$ cat src/rtl/spi_arbiter.sv
// spi_arbiter: shares one SPI controller between requesters A and B.
// The owner's strobes and data pass straight through to the controller;
// the non-owner sees a permanently full/empty, never-ready buffer.
// Between owners the arbiter drains stale response bytes. An owner that
// stays idle for TIMEOUT cycles while the controller is empty is
// force-released, and a sticky error flag records it.
module spi_arbiter #(
  parameter int unsigned TIMEOUT    = 1024,
  parameter bit          FIXED_PRIO = 1'b0
) (
  input  logic       clk,
  input  logic       rst_n,
  // requester A
  input  logic       a_req,
  output logic       a_gnt,
  input  logic       a_rd,
  input  logic       a_wr,
  input  logic [7:0] a_din,
  input  logic       a_ignore_response,
  output logic [7:0] a_dout,
  output logic       a_data_avail,
  output logic       a_buffer_empty,
  output logic       a_buffer_full,
  // requester B
  input  logic       b_req,
  output logic       b_gnt,
  input  logic       b_rd,
  input  logic       b_wr,
  input  logic [7:0] b_din,
  input  logic       b_ignore_response,
  output logic [7:0] b_dout,
  output logic       b_data_avail,
  output logic       b_buffer_empty,
  output logic       b_buffer_full,
  // SPI controller side
  output logic       spi_rd,
  output logic       spi_wr,
  output logic [7:0] spi_din,
  output logic       spi_ignore_response,
  input  logic [7:0] spi_dout,
  input  logic       spi_data_avail,
  input  logic       spi_buffer_empty,
  input  logic       spi_buffer_full,
  // error reporting
  output logic       timeout_err,
  input  logic       err_clr
);

  typedef enum logic [1:0] {
    IDLE    = 2'd0,
    GRANT_A = 2'd1,
    GRANT_B = 2'd2,
    DRAIN   = 2'd3
  } state_t;

  localparam logic [15:0] LP_CNT_LAST = 16'(TIMEOUT - 1);

  state_t      r_state;
  logic        r_a_gnt;
  logic        r_b_gnt;
  logic        r_last_b;       // last owner: 1 = B, 0 = A
  logic [15:0] r_cnt;
  logic        r_timeout_err;

  logic w_own_a;
  logic w_own_b;
  logic w_drain;
  logic w_own_strobe;
  logic w_owner_req;
  logic w_expire;

  assign w_own_a      = (r_state == GRANT_A);
  assign w_own_b      = (r_state == GRANT_B);
  assign w_drain      = (r_state == DRAIN);
  assign w_own_strobe = (w_own_a & (a_rd | a_wr)) | (w_own_b & (b_rd | b_wr));
  assign w_owner_req  = w_own_a ? a_req : b_req;
  // A strobe in the would-be expiry cycle restarts the count instead.
  assign w_expire     = (w_own_a | w_own_b) & ~w_own_strobe & spi_buffer_empty &
                        (r_cnt == LP_CNT_LAST);

  // Arbitration FSM, idle-timeout counter and sticky error flag.
  always_ff @(posedge clk or negedge rst_n) begin
    if (!rst_n) begin
      r_state       <= IDLE;
      r_a_gnt       <= 1'b0;
      r_b_gnt       <= 1'b0;
      r_last_b      <= 1'b1;
      r_cnt         <= 16'd0;
      r_timeout_err <= 1'b0;
    end else begin
      // A set event beats a simultaneous clear.
      r_timeout_err <= w_expire | (r_timeout_err & ~err_clr);
      case (r_state)
        IDLE: begin
          r_cnt <= 16'd0;
          if (a_req && (!b_req || FIXED_PRIO || r_last_b)) begin
            r_state <= GRANT_A;
            r_a_gnt <= 1'b1;
          end else if (b_req) begin
            r_state <= GRANT_B;
            r_b_gnt <= 1'b1;
          end
        end
        GRANT_A, GRANT_B: begin
          if (!w_owner_req || w_expire) begin
            r_state  <= DRAIN;
            r_a_gnt  <= 1'b0;
            r_b_gnt  <= 1'b0;
            r_last_b <= w_own_b;
            r_cnt    <= 16'd0;
          end else if (w_own_strobe) begin
            r_cnt <= 16'd0;
          end else if (spi_buffer_empty) begin
            r_cnt <= r_cnt + 16'd1;
          end
        end
        DRAIN: begin
          if (spi_buffer_empty && !spi_data_avail) begin
            r_state <= IDLE;
          end
        end
        default: begin
          r_state <= IDLE;
          r_a_gnt <= 1'b0;
          r_b_gnt <= 1'b0;
        end
      endcase
    end
  end

  assign a_gnt       = r_a_gnt;
  assign b_gnt       = r_b_gnt;
  assign timeout_err = r_timeout_err;

  // Controller side: only the owner reaches it; DRAIN pops leftover bytes.
  assign spi_rd              = (w_own_a & a_rd) | (w_own_b & b_rd) | (w_drain & spi_data_avail);
  assign spi_wr              = (w_own_a & a_wr) | (w_own_b & b_wr);
  assign spi_din             = w_own_a ? a_din : (w_own_b ? b_din : 8'h00);
  assign spi_ignore_response = (w_own_a & a_ignore_response) | (w_own_b & b_ignore_response);

  // Requester side: the non-owner sees a buffer that can neither accept nor deliver.
  assign a_dout         = w_own_a ? spi_dout : 8'h00;
  assign a_data_avail   = w_own_a & spi_data_avail;
  assign a_buffer_empty = w_own_a ? spi_buffer_empty : 1'b1;
  assign a_buffer_full  = w_own_a ? spi_buffer_full : 1'b1;
  assign b_dout         = w_own_b ? spi_dout : 8'h00;
  assign b_data_avail   = w_own_b & spi_data_avail;
  assign b_buffer_empty = w_own_b ? spi_buffer_empty : 1'b1;
  assign b_buffer_full  = w_own_b ? spi_buffer_full : 1'b1;

endmodule
$ cat config.mk
export PLATFORM = sky130hd
export DESIGN_NAME = spi_arbiter
export DESIGN_NICKNAME = d
export VERILOG_FILES = /design/src/rtl/spi_arbiter.sv
export SDC_FILE = /design/constraint.sdc
export NUM_CORES = 1
export LEC_CHECK = 0
export CAP_MARGIN = 20
export CELL_PAD_IN_SITES_DETAIL_PLACEMENT = 1
export CELL_PAD_IN_SITES_GLOBAL_PLACEMENT = 2
export CORE_UTILIZATION = 21
export DETAILED_ROUTE_END_ITERATION = 7
export PLACE_DENSITY = 0.76
export SLEW_MARGIN = 5
export SYNTH_ARGS = -nofsm -noshare
export SYNTH_HDL_FRONTEND = slang
export SYNTH_SLANG_ARGS = --single-unit
$ cat constraint.sdc
create_clock -name clk -period 2.1 [get_ports clk]
set_input_delay 0.525 -clock clk [delete_from_list [all_inputs] [get_ports clk]]
set_output_delay 0.525 -clock clk [all_outputs]
set_load 0.1 [all_outputs]
==> flow_summary.yaml <==
sta:
  slew_headroom_pct: 73.2
  fin_crit_ps: 2170
  maxSlewViolCount: 0
  setup_tns_ps: -749
  finalSetupViolCount: 16
  setup_slack_ps: -66.5
  fin_crit_sh_pct: 103
  max_freq_ghz: 0.462
  worst_pin_slew_ps: 396
  hold_viol_final: 0
  rsz0062_at_grt: "true"
  fin_worst_skew_ps: 4.35
clock_network:
  clkTransAtPathRegs_ps: 90
  numCtsBuffers: 3
  cts.sinks: 22
  clockRootBuffer: "clkbuf_8"
  ctsHtreeMaxLevel: 1
  clock_latency_ps: 270
  cts_hold_buf: 0
  clk_path_buf_depth: 2
  tritoncts: "built"
global_routing:
  grt_pass1_wl_um: 10600
  grt_pass1_vias: 2045
  overflow: 0
  grt.total_usage_pct: 15.8
  grt_max_degree: 23
  antenna_found_initial: 0
critical_path:
  cpMostUsedCell: "buf_12"
  critical_path_required_ps: 1570
  cp-end-kind: "primary output"
  cp_num_buf_inv: 3
  criticalPathCategory: "flip-flop to primary output"
  start_kind: "flip-flop"
  rr_startpoint: "r_state[1]$_DFFE_PN0P_"
  r2r_end: "r_cnt[9]$_DFFE_PN0P_"
  crit_path_max_incr_delay_ps: 420
  arrival_ps: 1640
  r2r_slack_ps: -60
  worstPathCellList: "buf_6, ha_4, nor2b_4, buf_12, a22o_4, buf_12"
  cp_max_fo: 8
  reg2regPathDepth: 8
  path_depth: 6
  crit_slowest_cell: "dfrtp_1"
  crit_family: "buffers and inverters"
detailed_routing:
  wl_met3_um: 170
  wl_met2_um: 3480
  wl_per_cell_um: 15.8
  firstDrtPassIters: 4
  viasPerCell: 4.70
  drt_iter0_drc: 59
  wl_um: 6550
  met1Wirelength_um: 2820
  antenna_left: 0
  vias: 1951
  drc: 0
  top_layer: "met4"
outcome:
  outcome: "finished with violations"
  violations: "setup timing"
die:
  die_y_um: 90.6
  die_width_um: 90.6
  placementRows: 31
  initial_core_util_pct: 22.2
  core_area_um2: 7410
  fp.dieArea_um2: 8200
  io_pins: 74
placement:
  port_buffers: 73
  dpl_cell_area_um2: 3190
  place_ws_ps: -413
  place_congestion: 0.789
  dp_hpwl_um: 4980
hold_path:
  min_delay_path_depth: 1
  hp-class: "flip-flop to flip-flop"
  holdPathEnd: "r_cnt[5]$_DFFE_PN0P_"
  hold_start: "r_cnt[5]$_DFFE_PN0P_"
final_layout:
  final_nets: 363
  utilization_pct: 48.0
  area_growth_pct: 116
  fin_area_um2: 3550
  antenna_cells: 0
  final_common_cell: "buf_4"
  drive_gt1_share_pct: 48.7
  layout_common_cells: "buf_4 (51), clkdlybuf4s50_1 (35), buf_12 (35)"
synth:
  yosys_warnings: 0
  synth.avg_cell_area_um2: 8.62
  ys_types: 44
  syn_inst: 191
  synthesis.nets: 237
  synth_seq_area_share_pct: 33.5
  syn-cell-area_um2: 1650
  ys_seq_elements: 22
power:
  power_density_nw_per_um2: 1600
  leakage_uw: 0.00155
  total_power_uw: 5670
  ir_drop_mv: 0.650
flow_run:
  drv_cap: 0
-- what timing repair did --
item | CTS | global route
setup buffers | 7 | 4
resized for setup | 28 | 35
cloned | 0 | 1
endpoints found under the setup margin | 46 | 50
pin swaps | 6 | 11
-- cell type report --
| type | count | area [um2] |
|---|---|---|
| inverters | 11 | 41.3 |
| fillers | 805 | 3850 |
| clock buffers | 4 | 55.1 |
| repair buffers | 130 | 1560 |
| flip-flops and latches | 22 | 553 |
| multi-input cells | 149 | 1220 |
| well taps | 99 | 124 |
-- metrics by stage --
| stage | std cells | hold slack, ps |
|---|---|---|
| after floorplan | 191 | 229 |
| after global placement | 400 | 473 |
| after detailed placement | 400 | 482 |
| after CTS | 410 | 497 |
| after global routing | 415 | 532 |
| final | 415 | 499 |
-- routing by layer --
metal,vias up,GRT usage [%]
met2,36,29.2
met3,6,2.36
met4,0,2.55
met1,952,19.4
met5,-,0
li1,957,-
-- state kept, by name, summed over array words and instances (netlist names) --
register,count
r_last_b,1
r_cnt,16
b_gnt,1
a_gnt,1
r_state,2
timeout_err,1
-- worst max path at each step --
| stage | startpoint | end | slack [ps] |
|---|---|---|---|
| detailed placement | spi_buffer_empty | r_cnt[13]$_DFFE_PN0P_ | -410 |
| CTS | r_state[1]$_DFFE_PN0P_ | spi_din[0] | -70 |
| floorplan | r_state[1]$_DFFE_PN0P_ | spi_din[0] | -160 |
| global route | r_state[0]$_DFFE_PN0P_ | spi_rd | -170 |
| global placement | b_wr | r_cnt[13]$_DFFE_PN0P_ | -390 |
| finish | r_state[1]$_DFFE_PN0P_ | spi_din[0] | -70 |
-- cell families (layout without fill, tap and decap cells) --
logic type	count (synthesis)	in the layout	synth area share, %
adders and majority gates	8	8	6.08
muxes	4	4	3.12
and+or+nand+nor	73	73	26.7
AOI/OAI and AO/OA	64	64	25.6
buffers and inverters	20	145	4.94
DFF	22	22	33.5
-- power by group --
part	switching (uW)	internal (uW)	total [uW]
logic	2850	1950	4800
clock network	150	167	317
registers	55.1	492	547
-- Yosys cell counts (all sizes together) --
library cell / number / area (um2)
o21ai: 30 / 158
dfrtp: 21 / 526
and2: 18 / 113
a22o: 12 / 105
inv: 11 / 41.3
nand2: 9 / 33.8
ha: 8 / 100
nor2: 8 / 30.0
a21oi: 7 / 35.0
nand4: 7 / 43.8
nor3: 7 / 40.0
or3: 6 / 37.5
clkbuf: 5 / 18.8
nand2b: 5 / 31.3
nand3: 5 / 25.0
buf: 4 / 21.3
o31ai: 4 / 35.0
mux2: 3 / 41.3
a211oi: 2 / 15.0
and4: 2 / 20.0
o41ai: 2 / 17.5
or4: 2 / 18.8
a21o: 1 / 7.51
a222oi: 1 / 10.0
a22oi: 1 / 7.51
a31oi: 1 / 6.26
a32o: 1 / 10.0
dfstp: 1 / 26.3
mux2i: 1 / 10.0
nor2b: 1 / 6.26
nor4: 1 / 21.3
nor4b: 1 / 8.76
o211ai: 1 / 7.51
o21bai: 1 / 7.51
or4bb: 1 / 11.3
No activity file was read; power rests on OpenSTA's default activity.
